===== config.mk =====
export PLATFORM = sky130hd
export DESIGN_NAME = pwm_button_conditioner
export DESIGN_NICKNAME = d
export VERILOG_FILES = /design/src/rtl/pwm_button_conditioner.sv
export SDC_FILE = /design/constraint.sdc
export NUM_CORES = 1
export LEC_CHECK = 0
export CORE_MARGIN = 8
export CORE_UTILIZATION = 53
export DETAILED_ROUTE_END_ITERATION = 6
export PLACE_DENSITY = 0.73
export SYNTH_ARGS = -nofsm -noshare
export SYNTH_HDL_FRONTEND = slang
export SYNTH_HIERARCHICAL = 1
export SYNTH_SLANG_ARGS = --single-unit

===== constraint.sdc =====
create_clock -name clk -period 1.85 [get_ports clk]
set_input_delay 0.2775 -clock clk [delete_from_list [all_inputs] [get_ports clk]]
set_output_delay 0.2775 -clock clk [all_outputs]
set_load 0.02 [all_outputs]

===== src/rtl/pwm_button_conditioner.sv =====
// Push-button front end for the PWM generator: synchronises, debounces and
// converts the up/down buttons into one-cycle step pulses with auto-repeat.

module pwm_button_channel #(
    parameter int DEBOUNCE_CYCLES = 16,
    parameter int REPEAT_DELAY    = 256,
    parameter int REPEAT_PERIOD   = 64,
    parameter int CNT_W           = 9
) (
    input  logic clk,
    input  logic rst,
    input  logic ena,
    input  logic btn,
    output logic db_q,
    output logic db_d,
    output logic pulse_d
);

    typedef enum logic [1:0] {
        ST_IDLE,
        ST_HOLD,
        ST_REPEAT
    } state_e;

    localparam logic [CNT_W-1:0] DB_LAST = CNT_W'(DEBOUNCE_CYCLES - 1);
    localparam logic [CNT_W-1:0] RD_LAST = CNT_W'(REPEAT_DELAY - 1);
    localparam logic [CNT_W-1:0] RP_LAST = CNT_W'(REPEAT_PERIOD - 1);

    logic             sync1_q, sync1_d;
    logic             sync2_q, sync2_d;
    logic [CNT_W-1:0] dbc_q, dbc_d;
    logic [CNT_W-1:0] rc_q, rc_d;
    state_e           state_q, state_d;

    // NOTE: every signal written here gets a default first, so no path leaves
    // a value unassigned and no latch is inferred.
    always_comb begin
        sync1_d = btn;
        sync2_d = sync1_q;
        db_d    = db_q;
        dbc_d   = dbc_q;
        if (sync2_q == db_q) begin
            dbc_d = '0;
        end else if (dbc_q == DB_LAST) begin
            db_d  = sync2_q;
            dbc_d = '0;
        end else begin
            dbc_d = dbc_q + 1'b1;
        end
    end

    // The FSM looks at the level being accepted on this edge, so the first
    // pulse lines up with the debounced rise.
    always_comb begin
        state_d = state_q;
        rc_d    = rc_q;
        pulse_d = 1'b0;
        if (!ena || !db_d) begin
            state_d = ST_IDLE;
            rc_d    = '0;
        end else begin
            unique case (state_q)
                ST_IDLE: begin
                    if (!db_q) begin
                        pulse_d = 1'b1;
                        rc_d    = '0;
                        state_d = ST_HOLD;
                    end
                end
                ST_HOLD: begin
                    if (rc_q == RD_LAST) begin
                        pulse_d = 1'b1;
                        rc_d    = '0;
                        state_d = ST_REPEAT;
                    end else begin
                        rc_d = rc_q + 1'b1;
                    end
                end
                ST_REPEAT: begin
                    if (rc_q == RP_LAST) begin
                        pulse_d = 1'b1;
                        rc_d    = '0;
                    end else begin
                        rc_d = rc_q + 1'b1;
                    end
                end
                default: begin
                    state_d = ST_IDLE;
                    rc_d    = '0;
                end
            endcase
        end
    end

    // NOTE: state registers use non-blocking assignments so every flop
    // samples the pre-edge values regardless of statement order.
    always_ff @(posedge clk) begin
        if (rst) begin
            sync1_q <= 1'b0;
            sync2_q <= 1'b0;
            db_q    <= 1'b0;
            dbc_q   <= '0;
            rc_q    <= '0;
            state_q <= ST_IDLE;
        end else begin
            sync1_q <= sync1_d;
            sync2_q <= sync2_d;
            db_q    <= db_d;
            dbc_q   <= dbc_d;
            rc_q    <= rc_d;
            state_q <= state_d;
        end
    end

endmodule

module pwm_button_conditioner #(
    parameter int DEBOUNCE_CYCLES = 16,
    parameter int REPEAT_DELAY    = 256,
    parameter int REPEAT_PERIOD   = 64,
    parameter int CNT_W           = 9
) (
    input  logic clk,
    input  logic rst,
    input  logic ena,
    input  logic btn_up,
    input  logic btn_dn,
    output logic xu,
    output logic xd,
    output logic up_db,
    output logic dn_db
);

    logic up_db_d, dn_db_d;
    logic up_pulse_d, dn_pulse_d;
    logic xu_q, xu_d;
    logic xd_q, xd_d;
    logic conflict_d;

    pwm_button_channel #(
        .DEBOUNCE_CYCLES (DEBOUNCE_CYCLES),
        .REPEAT_DELAY    (REPEAT_DELAY),
        .REPEAT_PERIOD   (REPEAT_PERIOD),
        .CNT_W           (CNT_W)
    ) u_up (
        .clk     (clk),
        .rst     (rst),
        .ena     (ena),
        .btn     (btn_up),
        .db_q    (up_db),
        .db_d    (up_db_d),
        .pulse_d (up_pulse_d)
    );

    pwm_button_channel #(
        .DEBOUNCE_CYCLES (DEBOUNCE_CYCLES),
        .REPEAT_DELAY    (REPEAT_DELAY),
        .REPEAT_PERIOD   (REPEAT_PERIOD),
        .CNT_W           (CNT_W)
    ) u_dn (
        .clk     (clk),
        .rst     (rst),
        .ena     (ena),
        .btn     (btn_dn),
        .db_q    (dn_db),
        .db_d    (dn_db_d),
        .pulse_d (dn_pulse_d)
    );

    // Both buttons held means an ambiguous request: suppress both directions
    // while the channel FSMs keep their timing.
    always_comb begin
        conflict_d = up_db_d & dn_db_d;
        xu_d       = up_pulse_d & ~conflict_d;
        xd_d       = dn_pulse_d & ~conflict_d;
    end

    always_ff @(posedge clk) begin
        if (rst) begin
            xu_q <= 1'b0;
            xd_q <= 1'b0;
        end else begin
            xu_q <= xu_d;
            xd_q <= xd_d;
        end
    end

    assign xu = xu_q;
    assign xd = xd_q;

endmodule


# After elaboration in Yosys (flattened, before gate mapping)
# Index checks and enable logic that the tools add are counted.
# word_totals
regBits	48
input_bits	5
output_inout_bits	4
word_cells	81
# classes
addsub	4
eq_ne	16
mux	28
n_bitwise	6
n_reduce_logical	13
# ops
op	count
two-way mux 9 bit	6
one-hot mux 9 bit (3 select lines)	2
adder 9 x 1 -> 9 bit (second input constant)	4
equality test 9 x 4 -> 1 bit (second input constant)	2
equality test 9 x 6 -> 1 bit (second input constant)	2
equality test 9 x 8 -> 1 bit (second input constant)	2
two-way mux 1 bit	12
one-hot mux 2 bit (3 select lines)	2
two-way mux 2 bit	4
one-hot mux 1 bit (3 select lines)	2
AND reduction 3 bit	2
OR reduction 3 bit	2
equality test 2 x 1 -> 1 bit (second input constant)	2
equality test 2 bit (second input constant)	2
logical NOT 2 bit	2
inequality test 2 x 1 -> 1 bit (second input constant)	2
inequality test 2 bit (second input constant)	2
OR reduction 2 bit	2
AND 1 bit	3
logical NOT 1 bit	3
NOT 1 bit	3
equality test 1 bit	2
logical OR 1 bit	2

# Depth between registers and ports, before layout
# Gate-level depths: netlist (run 1).
# logic_depth
depth_word	7
ltp_mapped	8
mapped_depth_nobuf	8

# By module
# The synthesis (run 1) kept the hierarchy.
# modules_own_cells
mod	instances	cells_per_inst	area_per_inst_um2	seq_area_each_um2
pwm_button_channel at u_dn	1	156	1328.8	460.4
pwm_button_channel at u_up	1	156	1323.8	460.4
pwm_button_conditioner	1	5	57.6	40.0

# Least setup slack after synthesis (run 1)
# No wires, ideal clock.
# synth_path
path_type	register to register
startpoint	register u_up.state_q[1]
endpoint	register u_up.rc_q[7]
setup_ps	120
arrival_ps	1632
t_required_ps	1730
slack_ps	98
path_stages_with_launch	8
path_buffers	1
synth_period_minus_slack_ps	1752
cell_sequence	dfxtp_1 inv_1 ha_1 or3_1 o31a_1 buf_6 a22oi_1 a21oi_1
# synth_between
elab_chain_cells	2
elab_cells_between_ends	5
classes_between	eq/ne: 3; mux: 1; reduce/logical: 1
# synth_lines
element	line_no	rtl
start: declaration	33	state_e state_q, state_d;
start signal: assignment	111	state_q <= state_d;
equality test 2 bit, or another cell as far along	62	unique case (state_q)
one-hot mux 9 bit (3 select lines) or inequality test 2 bit (tied branches)	--	
end signal: assignment	110	rc_q <= rc_d;
end: declaration	32	logic [CNT_W-1:0] rc_q, rc_d;
# Parallel ways exist; a longest one is shown, timed or not.
# A chain may end at the register's enable or synchronous reset.

# Worst setup path after layout (run 1)
# Ends and elaborated chain as after synthesis.

==> flow_summary.yaml, run 1 <==
pwr:
  p_switching_uw: 370
  peakVddDrop_v: 0.000353
  pwr-share-seq: 0.603
  p_clk_frac: 0.382
  power.share.switching: 0.215
  pwr-share-comb: 0.015
  intPower_uw: 1350
  p_leak_uw: 0.00113
  power_density_mw_per_mm2: 514
run_status:
  status: "finished, final reports clean"
worst_setup_path:
  cp_num_buf_inv: 2
  slowest_delay_ns: 0.38
  arrival_ns: 1.99
  crit_chain: "inv_2, ha_4, or3_1, o31a_1, buf_4, a22oi_2, a21oi_1"
  critical_path.top_delay_family: "compound AO/OA/AOI/OAI gates"
  worstSetupEndpointType: "flip-flop"
  worstSetupPathType: "flip-flop to flip-flop"
  cp_slowest_cell: "or3_1"
  crit_fanout: 6
  cp.required_ns: 2.04
  cp-start-kind: "flip-flop"
layout:
  antennaDiodeCount: 0
  final_cell_mix: "43 x dfxtp_1, 42 x nor2_1, 41 x buf_4"
  drive_gt1_frac: 0.260
  final_common_cell: "dfxtp_1"
  area_growth_pct: 23.7
  n_fill_cell: 414
  final_util: 0.669
  final_nets: 381
floorplan:
  placementRows: 26
  io_pins: 9
  die_w_um: 87.5
  core_area_mm2: 0.00501
  die-area_mm2: 0.00766
  start_util: 0.541
  die_y_um: 87.5
routing:
  via_per_inst: 5.50
  drt-initial-drc-count: 120
  wl_um: 5740
  first_pass_iters: 4
  vias: 2372
  ant_nets: 0
  drc: 0
  wl_per_cell_um: 13.3
place:
  gp_congestion: 0.855
  dp_hpwl_um: 4170
  port_buffers: 8
  pre_cts_ws_ns: -0.0318
sta:
  drv_slew: 0
  grt_setup_unrepaired: "yes"
  tightest_slew_ns: 0.355
  hold_violations: 0
  fin_skew_ns: 0.00679
  fin_crit_ns: 1.80
  setup_viol: 0
  fin_ws_ns: 0.0504
  fmax_mhz: 556
  finalCritPeriodShare: 0.973
  slew_headroom: 0.761
clocking:
  cts_buffer_depth: 2
  cts_buffers: 5
  cts_tree: "done"
  cts_num_sinks: 48
  htree_levels: 2
  path_clk_slew_ns: 0.09
  root_buffer: "clkbuf_8"
  insertion_delay_ns: 0.30
  hold_buffers: 0
global_routing:
  overflow: 0
  first_global_vias: 2293
  grt_max_degree: 16
  track_usage: 0.158
  antenna_found_initial: 0
  grt_pass1_wl_um: 9960
synthesis:
  synth_seq_cells: 48
  synth_top_family_by_area: "simple AND/OR/NAND/NOR gates"
  synthAdderAreaFrac: 0.0739
  synth_edf_count: 0
  syn_nets: 338
  netlist_instances: 317
  yosys.area_share.xor_xnor: 0.0517
  seq_area_frac_synth: 0.355
  yosys_warnings: 6
  async_flop_share: 0
  muxShareOfSynthArea: 0
  synthFlopType: "dfxtp_1"
  yosysUniqueCellTypes: 46
  synthSimpleGateAreaFrac: 0.300
  synth-compound-area-share: 0.157
  synthesis.area_mm2: 0.00271
  avgSynthCellArea_um2: 8.55
run:
  maxCapViolCount: 0
min_path:
  min_path_type: "flip-flop to flip-flop"
==> worst paths after layout <==
| check | start | endpoint | slack [ns] | cells past startpoint |
|---|---|---|---|---|
| setup / recovery | u_up/state_q[1] | u_up/rc_q[7] | 0.05 | 7 |
| hold / removal | u_dn/dbc_q[0] | u_dn/dbc_q[0] | 0.45 | 1 |
| setup reg to reg | u_up/state_q[1] | u_up/rc_q[7] | 0.05 | 7 |
| hold reg to reg | u_dn/dbc_q[0] | u_dn/dbc_q[0] | 0.45 | 1 |
==> area by class of cell <==
class	count	area, µm²	share of cell area
clock buffers	6	82.6	0.0246
clock inverters	2	15.0	0.00448
inverters	14	57.6	0.0172
multi-input cells	239	1720	0.513
flip-flops and latches	48	970	0.289
well taps	70	87.6	0.0261
repair buffers	52	422	0.126
==> worst register-to-register path, cell delays in order (launching register included) <==
cell     delay, ns
dfxtp_2       0.34
inv_2         0.06
ha_4          0.16
or3_1         0.38
o31a_1        0.38
buf_4         0.18
a22oi_2       0.11
a21oi_1       0.08
==> logic make-up after synthesis <==
group	Yosys count
buffers and inverters	30
adder cells (fa/ha/maj)	16
AND/OR/NAND/NOR	154
AO/OA/AOI/OAI	53
XOR/XNOR	16
flip-flops	48
==> metrics by stage <==
| step | instance area, µm² | TNS, ns | hold slack, ns | total power, µW | std cells |
|---|---|---|---|---|---|
| global placement | 3070 | 0 | 0.422 | 1090 | 420 |
| global route | 3350 | -0.126 | 0.467 | 1790 | 431 |
| finish | 3350 | 0 | 0.452 | 1720 | 431 |
| CTS | 3190 | 0 | 0.459 | 1750 | 430 |
| detailed placement | 3070 | -0.0318 | 0.437 | 1090 | 420 |
| floorplan | 2710 | 0 | 0.349 | 1070 | 317 |
==> flip-flops by register name (all words and copies together) (netlist names) <==
name	flops
u_dn/dbc_q	9
u_dn/rc_q	9
u_up/dbc_q	9
u_up/rc_q	9
u_dn/state_q	2
u_up/state_q	2
u_dn/db_q	1
u_dn/sync1_q	1
u_dn/sync2_q	1
u_up/db_q	1
u_up/sync1_q	1
u_up/sync2_q	1
xd	1
xu	1
==> timing repair <==
| item | CTS | global route |
|---|---|---|
| gates resized for setup | 4 | 35 |
| buffers inserted | 2 | 1 |
| pin swaps | 0 | 5 |
| setup endpoints to repair | 4 | 15 |
==> power by group through the flow <==
| stage | clock [µW] | combinational (µW) | sequential, µW |
|---|---|---|---|
| after global placement | 0 | 24.7 | 1060 |
| after detailed placement | 0 | 25.6 | 1060 |
| after floorplan | 0 | 10.6 | 1060 |
| after global routing | 723 | 28.3 | 1040 |
| after CTS | 684 | 25.7 | 1040 |
| final | 658 | 25.6 | 1040 |
==> cell usage after synthesis, types with 3 or more instances <==
cell	count	area, µm²
xnor2_1	12	105
nand4b_1	6	52.6
buf_6	6	67.6
o21a_1	6	45.0
and2_1	5	31.3
nand4_1	10	62.6
nor3_1	8	40.0
buf_2	5	25.0
or3_1	4	25.0
nand3_1	24	120
dfxtp_1	48	961
a21oi_1	13	65.1
and3_1	3	18.8
nand2_1	24	90.1
a22oi_1	4	30.0
ha_1	16	200
a31oi_1	8	50.1
nor4_1	6	37.5
nor2b_1	4	25.0
xor2_1	4	35.0
nor2_1	44	165
inv_1	14	52.6
==> routing by layer <==
| metal | up-vias | GRT usage | wire [µm] |
|---|---|---|---|
| li1 | 1224 | - | - |
| met2 | 23 | 0.271 | 2830 |
| met1 | 1119 | 0.196 | 2730 |
| met4 | 0 | 0.0422 | 57 |
| met5 | - | 0 | 0 |
| met3 | 6 | 0.0283 | 126 |
Note: power is estimated with default switching activity, not from simulation.
==> run 2: changes to the inputs <==
--- a/config.mk
+++ b/config.mk
@@ -5,9 +5,11 @@
 export SDC_FILE = /design/constraint.sdc
 export NUM_CORES = 1
 export LEC_CHECK = 0
+export ABC_AREA = 1
 export CORE_MARGIN = 8
 export CORE_UTILIZATION = 53
 export DETAILED_ROUTE_END_ITERATION = 6
+export GPL_TIMING_DRIVEN = 0
 export PLACE_DENSITY = 0.73
 export SYNTH_ARGS = -nofsm -noshare
 export SYNTH_HDL_FRONTEND = slang
==> run 2 against run 1 <==
Combinational power rose by 22%. Clock skew fell by 0.0017 ns. Register-to-register slack improved by 0.16 ns. Worst hold slack got worse by 0.048 ns. Die area rose by 0.86%. Clock power rose by 14%. Clock-buffer cell count did not move. Highest routed layer unchanged.
==> flow_summary.yaml, run 2 <==
sta:
  slew_headroom: 0.679
  setup_viol: 0
  drv_slew: 0
  fin_crit_ns: 1.67
  finalCritPeriodShare: 0.905
  fmax_mhz: 597
  fin_skew_ns: 0.00509
  tightest_slew_ns: 0.480
  grt_setup_unrepaired: "no"
  tns_ns: 0
  hold_ws_ns: 0.405
  fin_ws_ns: 0.175
  hold_violations: 0
synthesis:
  netlist_instances: 360
  synth_seq_cells: 48
  synth_edf_count: 0
  synthesis.area_mm2: 0.00274
  seq_area_frac_synth: 0.351
  syn_nets: 381
  synth.most_common_cell: "nand2_1"
  synthFlopType: "dfxtp_1"
  yosys_warnings: 6
  netlist.area_leader.share: 0.351
  synth_area_leaders: "dfxtp_1 35%, nand2_1 10%, ha_1 7.3%"
  yosys.area.top_type: "dfxtp_1"
  ys_top_cells_by_count: "73 x nand2_1, 48 x dfxtp_1, 45 x inv_1, 38 x nor2_1, 22 x nand3_1"
  async_flop_share: 0
  avgSynthCellArea_um2: 7.61
  yosysUniqueCellTypes: 34
worst_setup_path:
  worstSetupPathType: "flip-flop to output pin"
  cp_slowest_cell: "clkdlybuf4s50_1"
  cp-start-kind: "flip-flop"
  worstSetupEndpointType: "output pin"
  path_depth: 1
  slowest_delay_ns: 0.65
  ff2ff_path_depth: 9
  crit_chain: "clkdlybuf4s50_1"
  cp.required_ns: 1.57
  critical_path.top_delay_family: "buffers and inverters"
  cp_num_buf_inv: 1
  crit_fanout: 5
  arrival_ns: 1.40
floorplan:
  start_util: 0.543
  die_y_um: 87.9
  core_area_mm2: 0.00504
  placementRows: 26
  die_w_um: 87.9
  die-area_mm2: 0.00772
  io_pins: 9
clocking:
  cts_buffers: 5
  root_buffer: "clkbuf_8"
  htree_levels: 2
  hold_buffers: 0
  path_clk_slew_ns: 0.09
  cts_num_sinks: 48
  cts_tree: "done"
  insertion_delay_ns: 0.30
  cts_buffer_depth: 2
place:
  pre_cts_ws_ns: 0.0364
  gp_congestion: 0.829
  port_buffers: 8
  dp_hpwl_um: 3620
  place_area_mm2: 0.00291
min_path:
  min_path_type: "flip-flop to flip-flop"
  worstHoldPathCells: 2
layout:
  n_fill_cell: 471
  drive_gt1_frac: 0.165
  final_common_cell: "nand2_1"
  final_cell_mix: "73 x nand2_1, 48 x dfxtp_1, 45 x inv_1"
  antennaDiodeCount: 0
  final_area_mm2: 0.00302
  final_nets: 396
  area_growth_pct: 10.2
routing:
  ant_nets: 0
  wl_um: 4900
  drt-initial-drc-count: 101
  via_per_inst: 5.02
  first_pass_iters: 5
  wl_per_cell_um: 11.0
  vias: 2239
  drc: 0
global_routing:
  first_global_vias: 2075
  grt_pass1_wl_um: 8850
  track_usage: 0.141
  overflow: 0
  antenna_found_initial: 0
  grt_max_degree: 15
pwr:
  peakVddDrop_v: 0.000375
  p_leak_uw: 0.00108
  power_density_mw_per_mm2: 603
  finalPower_uw: 1820
run_status:
  status: "finished, final reports clean"
run:
  maxCapViolCount: 0
## run 2: cell types whose count changed in the layout (fill, tap and decap cells not counted), sizes merged, moves of 6 or more
cell and delta:
nand2 +65, nand3 +7, nand4b -6, nor4 -6, and2 -6, buf -44
a21oi +12, xor2 +6, inv +35, xnor2 -12, a31oi -8
## run 2: metal layers
metal | share of wire | global-route usage
met2 | 0.46 | 0.238
met5 | 0 | 0
met3 | 0.031 | 0.0310
met4 | 0.012 | 0.0516
met1 | 0.50 | 0.169
## run 2: kinds of logic (layout without fill, tap and decap cells)
kind of cell / after synthesis / in the layout / synth area share
xor gates and xnor gates: 10 / 10 / 0.0320
DFF: 48 / 48 / 0.351
adders and majority gates: 16 / 16 / 0.0731
and+or+nand+nor: 198 / 198 / 0.381
buffers and inverters: 49 / 65 / 0.0672
AOI/OAI and AO/OA: 39 / 39 / 0.0959
## run 2: final timing paths
kind                        to  slack (ns)         start
setup / recovery         up_db        0.18     u_up/db_q
hold / removal    u_dn/sync2_q        0.40  u_dn/sync1_q
setup reg to reg  u_dn/rc_q[8]        0.21  u_dn/rc_q[0]
hold reg to reg   u_dn/sync2_q        0.40  u_dn/sync1_q
## run 2: stage by stage
step           cells  utilization
6_report         446        0.599
5_1_grt          446        0.599
4_1_cts          446        0.598
3_5_place_dp     438        0.576
2_1_floorplan    360            -
3_3_place_gp     438        0.576
## run 2: report_power, final
group,switching (µW),internal (µW),total [µW],leakage (µW)
clock network,347,402,749,0.0000552
registers,2.55,1040,1040,0.000387
logic,19.6,11.7,31.3,0.000640
## run 2: repair_timing
| item | CTS | global route |
|---|---|---|
| gates resized for setup | 0 | 1 |
| setup buffers | 0 | 0 |
| setup endpoints to repair | 0 | 1 |
## run 2: layout make-up
cell class / instances / area (µm²) / area share
well taps: 70 / 87.6 / 0.0290
clock buffers: 6 / 72.6 / 0.0240
clock inverters: 2 / 35.0 / 0.0116
flip-flops and latches: 48 / 961 / 0.318
multi-input cells: 263 / 1600 / 0.530
inverters: 49 / 184 / 0.0609
repair buffers: 8 / 80.1 / 0.0265
==> run 3: changes to the inputs <==
--- a/config.mk
+++ b/config.mk
@@ -5,7 +5,7 @@
 export SDC_FILE = /design/constraint.sdc
 export NUM_CORES = 1
 export LEC_CHECK = 0
-export ABC_AREA = 1
+export ABC_AREA = 0
 export CORE_MARGIN = 8
 export CORE_UTILIZATION = 53
 export DETAILED_ROUTE_END_ITERATION = 6
@@ -13,5 +13,4 @@
 export PLACE_DENSITY = 0.73
 export SYNTH_ARGS = -nofsm -noshare
 export SYNTH_HDL_FRONTEND = slang
-export SYNTH_HIERARCHICAL = 1
 export SYNTH_SLANG_ARGS = --single-unit
==> run 3 against run 2 <==
The flow now finishes with violations (negative setup slack). Routed wire length is 4.9% higher. Critical path depth is 7 higher. Clock skew increased by 0.0092 ns. Worst hold slack better by 0.036 ns. Utilization up 6.3 points. Area after synthesis down 7.7%. Critical endpoint is now u_dn.rc_q[4]. Largest power group unchanged.
==> flow_summary.yaml, run 3 <==
run_status:
  status: "finished with violations"
  violations: "negative setup slack"
layout:
  stdcell_count: 373
  final_util: 0.662
  drive_gt1_frac: 0.201
  final_cell_mix: "41 x dfxtp_1, 24 x nor2_1, 23 x nand2_1"
  final_common_cell: "dfxtp_1"
  area_growth_pct: 22.0
  final_nets: 342
  antennaDiodeCount: 0
floorplan:
  die_y_um: 85.1
  start_util: 0.543
  core_area_mm2: 0.00466
  placementRows: 25
  io_pins: 9
  die_w_um: 85.1
  die-area_mm2: 0.00724
clocking:
  insertion_delay_ns: 0.30
  cts_buffers: 5
  cts_tree: "done"
  hold_buffers: 0
  cts_num_sinks: 48
  htree_levels: 2
  root_buffer: "clkbuf_8"
  cts_buffer_depth: 2
  path_clk_slew_ns: 0.08
synthesis:
  synth.most_common_cell: "dfxtp_1"
  yosysUniqueCellTypes: 46
  synthAdderAreaFrac: 0.0940
  async_flop_share: 0
  seq_area_frac_synth: 0.380
  synth_seq_cells: 48
  yosys_warnings: 0
  synth-compound-area-share: 0.168
  synth_area_leaders: "dfxtp_1 38%, ha_1 9.4%, xnor2_1 4.5%"
  syn_nets: 313
  netlist_instances: 289
  netlist.area_leader.share: 0.380
  synthSimpleGateAreaFrac: 0.229
  avgSynthCellArea_um2: 8.75
  yosys.area.top_type: "dfxtp_1"
  synth_edf_count: 0
  synth_top_family_by_area: "simple AND/OR/NAND/NOR gates"
  synthFlopType: "dfxtp_1"
  ys_top_cells_by_count: "48 x dfxtp_1, 24 x nand2_1, 24 x nor2_1, 22 x inv_1, 19 x ha_1"
  muxShareOfSynthArea: 0.0163
  yosys.area_share.xor_xnor: 0.0658
  synthesis.area_mm2: 0.00253
routing:
  drt-initial-drc-count: 92
  via_per_inst: 5.55
  first_pass_iters: 4
  wl_per_cell_um: 13.8
  vias: 2069
  drc: 0
  wl_um: 5130
  ant_nets: 0
global_routing:
  overflow: 0
  antenna_found_initial: 0
  track_usage: 0.148
  grt_pass1_wl_um: 8930
  first_global_vias: 2039
  grt_max_degree: 14
worst_setup_path:
  worstSetupEndpointType: "flip-flop"
  arrival_ns: 2.07
  crit_fanout: 5
  cp-start-kind: "flip-flop"
  worstSetupPathType: "flip-flop to flip-flop"
  cp.required_ns: 2.05
place:
  gp_congestion: 0.851
  port_buffers: 8
  dp_cells: 351
  dp_hpwl_um: 3270
pwr:
  peakVddDrop_v: 0.000608
  p_leak_uw: 0.00106
  power_density_mw_per_mm2: 549
sta:
  grt_setup_unrepaired: "yes"
  fmax_mhz: 536
  tns_ns: -0.0172
  setup_viol: 1
  fin_crit_ns: 1.87
  tightest_slew_ns: 0.461
  fin_skew_ns: 0.0143
  fin_ws_ns: -0.0172
  hold_violations: 0
  slew_headroom: 0.693
  finalCritPeriodShare: 1.01
  drv_slew: 0
run:
  maxCapViolCount: 0
min_path:
  min_path_type: "flip-flop to flip-flop"
-- run 3: changes by cell type after synthesis, moves of 9 or more --
cell     before  now
nor2b_1       0   10
nor2_1       38   24
nand2_2      12    0
a21oi_2       9    0
xnor2_1       0   13
nand2_1      73   24
nand3_1      22   10
inv_1        45   22
-- run 3: kinds of logic after synthesis --
group / count (synthesis)
fa+ha+maj: 19
xor+xnor: 19
simple gates: 111
buf+inv: 30
flops: 48
mux: 4
compound gates: 58
-- run 3: critical path: stages (launching register included) --
cell      delay (ns)
dfxtp_2         0.35
ha_4            0.16
and2_4          0.15
and2_4          0.13
and3_4          0.18
ha_4            0.17
nor2b_4         0.23
o21ai_2         0.15
a211oi_1        0.26
-- run 3: final timing paths --
| path | start | end | slack (ns) | cells past startpoint |
|---|---|---|---|---|
| max | u_dn.rc_q[0] | u_dn.rc_q[4] | -0.02 | 8 |
| min | u_dn.sync1_q | u_dn.sync2_q | 0.44 | 1 |
| max reg2reg | u_dn.rc_q[0] | u_dn.rc_q[4] | -0.02 | 8 |
| min reg2reg | u_dn.sync1_q | u_dn.sync2_q | 0.44 | 1 |
-- run 3: where the power goes --
part	switching [µW]	internal, µW
sequential	2.31	1030
combinational	10.4	13.5
clock	327	305
-- run 3: metal layers --
| metal | routed length (µm) | track usage |
|---|---|---|
| met3 | 184 | 0.0357 |
| met2 | 2460 | 0.251 |
| met5 | 0 | 0 |
| met4 | 71 | 0.0566 |
| met1 | 2420 | 0.174 |
-- run 3: what timing repair did --
item / in CTS / in global routing
gates cloned: 0 / 0
setup buffers: 14 / 3
pin swaps: 10 / 8
setup endpoints to repair: 23 / 29
gates resized for setup: 27 / 15
-- run 3: stage by stage --
stage	setup WS, ns	hold slack (ns)	cell area (µm²)	power (µW)
final	-0.0172	0.441	3090	1690
after global routing	-0.0614	0.469	3090	1750
after CTS	-0.0522	0.444	3010	1710
after detailed placement	-0.200	0.425	2690	1090
after global placement	-0.205	0.420	2690	1090
after floorplan	0.00668	0.349	2540	1070
-- run 3: layout make-up --
type,count,area (µm²)
tap,54,67.6
multi-input combinational,211,1610
fill,384,1580
clock buffer,8,90.1
timing repair buffer,25,220
sequential,48,975
inverter,22,82.6
buffer,5,36.3
